## src/rtl/nrx_lanes.sv

```systemverilog
// Multi-lane serial NoC receiver: deserialises LANES-wide beats into DATA_W words and queues them in a DEPTH-entry FIFO.
// Optional even-parity beat per frame when NRX_PARITY_EN is defined (adds output parity_err).
`ifndef PAYLOAD_SIZE
`define PAYLOAD_SIZE 8
`endif
`ifndef ADDR_BITS
`define ADDR_BITS 8
`endif

module nrx_lanes #(
  parameter int    ID     = 0,
  parameter string DIR    = "west",
  parameter int    LANES  = 1,
  parameter int    DATA_W = `PAYLOAD_SIZE + `ADDR_BITS,
  parameter int    DEPTH  = 2
) (
  input  logic              clk,
  input  logic              reset,
  input  logic [LANES-1:0]  serial_in,
  output logic              channel_busy,
  output logic              valid,
  input  logic              item_read,
  output logic [DATA_W-1:0] parallel_out,
  output logic              overflow,
  output logic              rx_active
`ifdef NRX_PARITY_EN
  ,
  output logic              parity_err
`endif
);

  localparam int unsigned BEATS   = (DATA_W + LANES - 1) / LANES;
  localparam int unsigned SHIFT_W = BEATS * LANES;
  localparam int unsigned BCNT_W  = (BEATS > 1) ? $clog2(BEATS) : 1;
  localparam int unsigned PTR_W   = $clog2(DEPTH);
  localparam int unsigned CNT_W   = PTR_W + 1;
  localparam int unsigned BUSY_W  = CNT_W + 1;

  typedef enum logic [1:0] {S_IDLE, S_DATA, S_PARITY} state_t;

  state_t              r_state, w_state_next;
  logic [BCNT_W-1:0]   r_beat;
  logic [SHIFT_W-1:0]  w_asm;
  logic [DATA_W-1:0]   w_word;
  logic                w_last_beat;
  logic                w_done;

  logic [DATA_W-1:0]   r_mem [DEPTH];
  logic [PTR_W-1:0]    r_wr_ptr, r_rd_ptr, w_rd_next;
  logic [CNT_W-1:0]    r_count, w_count_next, w_keep;
  logic [DATA_W-1:0]   r_head, w_head_next;
  logic                r_valid, r_ovf;
  logic                w_pop, w_full, w_push, w_drop;

  assign w_last_beat = (r_state == S_DATA) && (r_beat == BCNT_W'(BEATS - 1));

  // Beat assembly: each beat enters at the top, so beat 0 ends up in the low bits.
`ifdef NRX_PARITY_EN
  logic [SHIFT_W-1:0] r_hold;
  logic               r_perr;
  logic               w_par_beat, w_par_ok;

  if (BEATS == 1) begin : g_asm
    assign w_asm = serial_in;
  end else begin : g_asm
    assign w_asm = {serial_in, r_hold[SHIFT_W-1:LANES]};
  end

  always_ff @(posedge clk or negedge reset) begin
    if (!reset) begin
      r_hold <= '0;
      r_perr <= 1'b0;
    end else begin
      if (r_state == S_DATA) r_hold <= w_asm;
      r_perr <= w_par_beat && !w_par_ok;
    end
  end

  assign w_word     = r_hold[DATA_W-1:0];
  assign w_par_beat = (r_state == S_PARITY);
  assign w_par_ok   = ((^w_word) == serial_in[0]);
  assign w_done     = w_par_beat && w_par_ok;
  assign parity_err = r_perr;
`else
  if (BEATS == 1) begin : g_asm
    assign w_asm = serial_in;
  end else begin : g_asm
    logic [SHIFT_W-LANES-1:0] r_hold;
    always_ff @(posedge clk or negedge reset) begin
      if (!reset) r_hold <= '0;
      else if (r_state == S_DATA) r_hold <= w_asm[SHIFT_W-1:LANES];
    end
    assign w_asm = {serial_in, r_hold};
  end

  assign w_word = w_asm[DATA_W-1:0];
  assign w_done = w_last_beat;
`endif

  // FSM state and beat counter
  always_ff @(posedge clk or negedge reset) begin
    if (!reset) begin
      r_state <= S_IDLE;
      r_beat  <= '0;
    end else begin
      r_state <= w_state_next;
      r_beat  <= (r_state == S_DATA && !w_last_beat) ? r_beat + BCNT_W'(1) : '0;
    end
  end

  always_comb begin
    w_state_next = r_state;
    case (r_state)
      S_IDLE: if (serial_in[0]) w_state_next = S_DATA;
`ifdef NRX_PARITY_EN
      S_DATA:   if (w_last_beat) w_state_next = S_PARITY;
      S_PARITY: w_state_next = S_IDLE;
`else
      S_DATA:   if (w_last_beat) w_state_next = S_IDLE;
`endif
      default: w_state_next = S_IDLE;
    endcase
  end

  // A completed frame is dropped only when the buffer is full and nothing leaves this cycle.
  assign w_pop        = item_read && r_valid;
  assign w_full       = (r_count == CNT_W'(DEPTH));
  assign w_push       = w_done && (!w_full || w_pop);
  assign w_drop       = w_done && w_full && !w_pop;
  assign w_count_next = r_count + CNT_W'(w_push) - CNT_W'(w_pop);
  assign w_rd_next    = r_rd_ptr + PTR_W'(w_pop);
  assign w_keep       = r_count - CNT_W'(w_pop);

  always_comb begin
    w_head_next = '0;
    if (w_keep != '0) w_head_next = r_mem[w_rd_next];
    else if (w_push)  w_head_next = w_word;
  end

  always_ff @(posedge clk or negedge reset) begin
    if (!reset) begin
      r_wr_ptr <= '0;
      r_rd_ptr <= '0;
      r_count  <= '0;
      r_head   <= '0;
      r_valid  <= 1'b0;
      r_ovf    <= 1'b0;
    end else begin
      if (w_push) r_wr_ptr <= r_wr_ptr + PTR_W'(1);
      r_rd_ptr <= w_rd_next;
      r_count  <= w_count_next;
      r_head   <= w_head_next;
      r_valid  <= (w_count_next != '0);
      if (w_drop) r_ovf <= 1'b1;
    end
  end

  always_ff @(posedge clk) begin
    if (w_push) r_mem[r_wr_ptr] <= w_word;
  end

`ifndef SYNTHESIS
  always_ff @(posedge clk) begin
    if (reset && w_drop)
      $display("nrx_lanes %0d %s: overflow, dropped word %h", ID, DIR, w_word);
  end
`endif

  assign rx_active    = (r_state != S_IDLE);
  assign channel_busy = (BUSY_W'(r_count) + BUSY_W'(rx_active)) >= BUSY_W'(DEPTH);
  assign valid        = r_valid;
  assign parallel_out = r_head;
  assign overflow     = r_ovf;

endmodule

```

## config.mk

```make
export PLATFORM = sky130hd
export DESIGN_NAME = nrx_lanes
export DESIGN_NICKNAME = d
export VERILOG_FILES = /design/src/rtl/nrx_lanes.sv
export SDC_FILE = /design/constraint.sdc
export NUM_CORES = 1
export LEC_CHECK = 0
export CELL_PAD_IN_SITES_DETAIL_PLACEMENT = 1
export CELL_PAD_IN_SITES_GLOBAL_PLACEMENT = 1
export CORE_UTILIZATION = 35
export CTS_CLUSTER_DIAMETER = 80
export DETAILED_ROUTE_END_ITERATION = 10
export PLACE_DENSITY_LB_ADDON = 0.25
export REMOVE_ABC_BUFFERS = 1
export SLEW_MARGIN = 20
export SYNTH_ARGS = -nofsm -noshare
export SYNTH_HDL_FRONTEND = slang
export SYNTH_SLANG_ARGS = --single-unit
```

## constraint.sdc

```tcl
create_clock -name clk -period 1.9 [get_ports clk]
set_input_delay 0.38 -clock clk [delete_from_list [all_inputs] [get_ports clk]]
set_output_delay 0.38 -clock clk [all_outputs]
set_load 0.01 [all_outputs]
```

==> reports/metrics.cfg <==
[run_status]
outcome = finished, violations left
violations_in_the_final_reports = setup timing

[setup_path]
cp.arrival_ps = 2160
path_delay_family = adder cells
critPathKind = register to register
crit_path_cell_trace = ha_4, nand4_4, a31o_4, ha_4, inv_2, ha_4, xnor2_4, xnor2_2, or2_4
path_buf_inv = 1
crit_required_ps = 2130
critical_path_source_type = register
timing.critical_path.mode_cell = ha_4
timing.critical_path.to_type = register
cpMaxStageDelayCell = dfrtp_1
ff2ff_setup_slack_ps = -30
worstReg2RegEnd = valid
reg2reg_depth = 9
reg_to_reg_start = r_beat[0]
crit_path_max_incr_delay_ps = 400
crit_path_max_fanout = 2

[sta]
fmaxAchievable_mhz = 518
tightest_slew_ps = 584
final.period_utilization_pct = 102
period_needed_ps = 1930
grt_setup_unrepaired = yes
slew_violations = 0
post-route-worst-setup-slack_ps = -30.8
timing.max_slew.rel_slack_pct = 61.1
final_count_of_hold_timing_violations = 0
clock_skew_ps = 4.58
setup_viol = 1

[logic_synthesis]
predominant_post_synthesis_flop_cell = dfrtp_1
synth_top_cell_by_area = dfrtp_1
yosys.area.top_type_share_pct = 37.1
synthCells = 165
number_of_flops_mapped_to_enable_cells_by_yosys = 32
synth.area.top_cells = dfrtp_1 (37%), edfxtp_1 (34%), mux2_2 (6.0%), mux2i_1 (5.7%), o2bb2ai_1 (4.9%)
synthDistinctLibCells = 32
async_reset_ff_share_pct = 56.8
post_synth.cell_area_avg_um2 = 17.2
synthMostInstantiatedCell = dfrtp_1
synth.yosys.seq_area_share_pct = 71.0
post_synth_instance_area_um2 = 2830
synth_seq_cells = 74
ys.warnings.count = 0
netlist_top_cells_count = dfrtp_1 (42), edfxtp_1 (32), mux2i_1 (16), o2bb2ai_1 (16), mux2_2 (15)

[floorplan]
design.portCount = 24
std_cell_rows = 32
die_height_um = 92.0
dieWidth_um = 92.0
design.core.area_um2 = 7770
initial_utilization_pct = 36.5
die_area_um2 = 8460

[layout]
utilization_pct = 48.0
areaGrowthSynthToFinish_pct = 31.7
final_design_area_no_fill_um2 = 3730
drive_above_1_share_pct = 34.6
final_net_count = 233
insertedDiodeCount = 0

[drt]
ant_nets = 0
post_drt_via_cell_ratio = 4.81
routed_wl_um = 5630
drtPass1Iterations = 4
detail_route.drc_violations = 0
avgRoutedWirePerCell_um = 16.9
detailroute.via_count = 1601
first_iteration_detailed_routing_drc_count = 60

[grt]
antenna_violations_before_repair = 0
global_route.overflow_total = 0
grt_pass1_vias = 1729
grt_start_max_net_pins = 23
global_route_wire_length_before_repair_um = 9180
grt_usage_pct = 14.8

[clock_tree]
clk_pin_slew_ps = 80
clockBufferDepth = 2
cts_htree_levels = 3
worst_skew_pair.late_latency_ps = 340
tritoncts.num_buffers = 9
clock-sinks = 74
tritoncts = yes
cts-root-buf = clkbuf_8

[placed_design]
dp_hpwl_um = 3520
buffer_ports.inserted = 23
placed_cell_area_um2 = 3370
globalplace.congestion = 0.762

[hold_path]
worst_min_path_class = input port to asynchronous set/reset pin

[pwr]
power_density_nw_per_um2 = 1640
total_leakage_power_nw = 1.50
total_power_mw = 6.12
vdd_ir_drop_max_uv = 583

[run]
maxCapViolCount = 0

-- metrics by stage --
step / hold WS [ps] / setup TNS [ps] / cells / setup WS (ps)
final: 31.6 / -30.8 / 333 / -30.8
after global routing: 48.9 / -115 / 333 / -110
after CTS: 23.9 / -58.0 / 330 / -58.0
after detailed placement: 408 / -8270 / 309 / -496
after global placement: 391 / -5550 / 309 / -401
after floorplan: 84.4 / -14270 / 159 / -443
-- worst reg2reg max path: stages (launching register included) --
cell	delay [ps]
dfrtp_1	400
ha_4	170
nand4_4	70
a31o_4	230
ha_4	260
inv_2	40
ha_4	170
xnor2_4	130
xnor2_2	140
or2_4	230
-- state kept, by name, summed over array words and instances, names as in the netlist --
register / count
r_state: 1
g_asm.r_hold: 15
parallel_out: 16
r_count: 2
overflow: 1
r_mem: 32
r_beat: 4
valid: 1
r_rd_ptr: 1
r_wr_ptr: 1
-- what timing repair did --
| item | in CTS | in global routing |
|---|---|---|
| setup buffers | 4 | 3 |
| cloned | 1 | 0 |
| pin swaps | 2 | 3 |
| hold buffers | 0 | 0 |
| setup endpoints to repair | 3 | 2 |
| resized for setup | 13 | 3 |
-- how the worst max path moves through the flow --
stage | from | to | slack (ps) | cells past startpoint
final | r_beat[0] | valid | -30 | 9
after global routing | r_beat[0] | valid | -110 | 9
after CTS | r_beat[1] | valid | -60 | 9
after detailed placement | item_read | valid | -500 | 9
after global placement | item_read | valid | -400 | 9
after floorplan | r_state[0] | valid | -440 | 8
-- cell usage in the layout (no fill, tap or decap), types with 4 or more instances in the layout --
| cell type | instances |
|---|---|
| buf_4 | 27 |
| edfxtp_1 | 32 |
| o2bb2ai_1 | 16 |
| inv_1 | 4 |
| mux2i_1 | 16 |
| clkdlybuf4s50_1 | 21 |
| nand3_1 | 4 |
| clkbuf_8 | 9 |
| dfrtp_1 | 41 |
| mux2_2 | 15 |
| buf_12 | 5 |
-- per-layer routing --
metal	track usage [%]	up-vias	share of wire, %	wire length (µm)
li1	-	733	-	-
met1	17.5	834	43	2430
met3	4.31	7	3.6	205
met5	0	-	0	0
met2	25.7	27	52	2940
met4	5.08	0	1.2	67
-- cells by family (layout without fill, tap and decap cells) --
family,Yosys count,count (layout),share of synthesized area (%)
AO/OA/AOI/OAI,25,25,7.73
XOR/XNOR,5,5,2.21
adder cells (fa/ha/maj),3,3,1.32
buffers and inverters,12,78,2.87
flip-flops,74,74,71.0
multiplexers,31,31,11.6
AND/OR/NAND/NOR,15,15,3.27
-- report_power, final --
part / switching [mW] / leakage [nW] / total (mW) / internal (mW)
clock: 0.584 / 0.0954 / 1.19 / 0.603
sequential: 0.336 / 0.785 / 2.57 / 2.23
combinational: 0.966 / 0.622 / 2.37 / 1.40
-- area by class of cell --
cell class                      instances  area [µm²]
Fill cell                             762        4040
Sequential cell                        74        2010
Multi-Input combinational cell         79         816
Timing Repair Buffer                   56         559
Tap cell                              102         128
Clock buffer                            9         124
Clock inverter                          7        68.8
Inverter                                6        22.5
No activity file was read; power rests on OpenSTA's default activity.
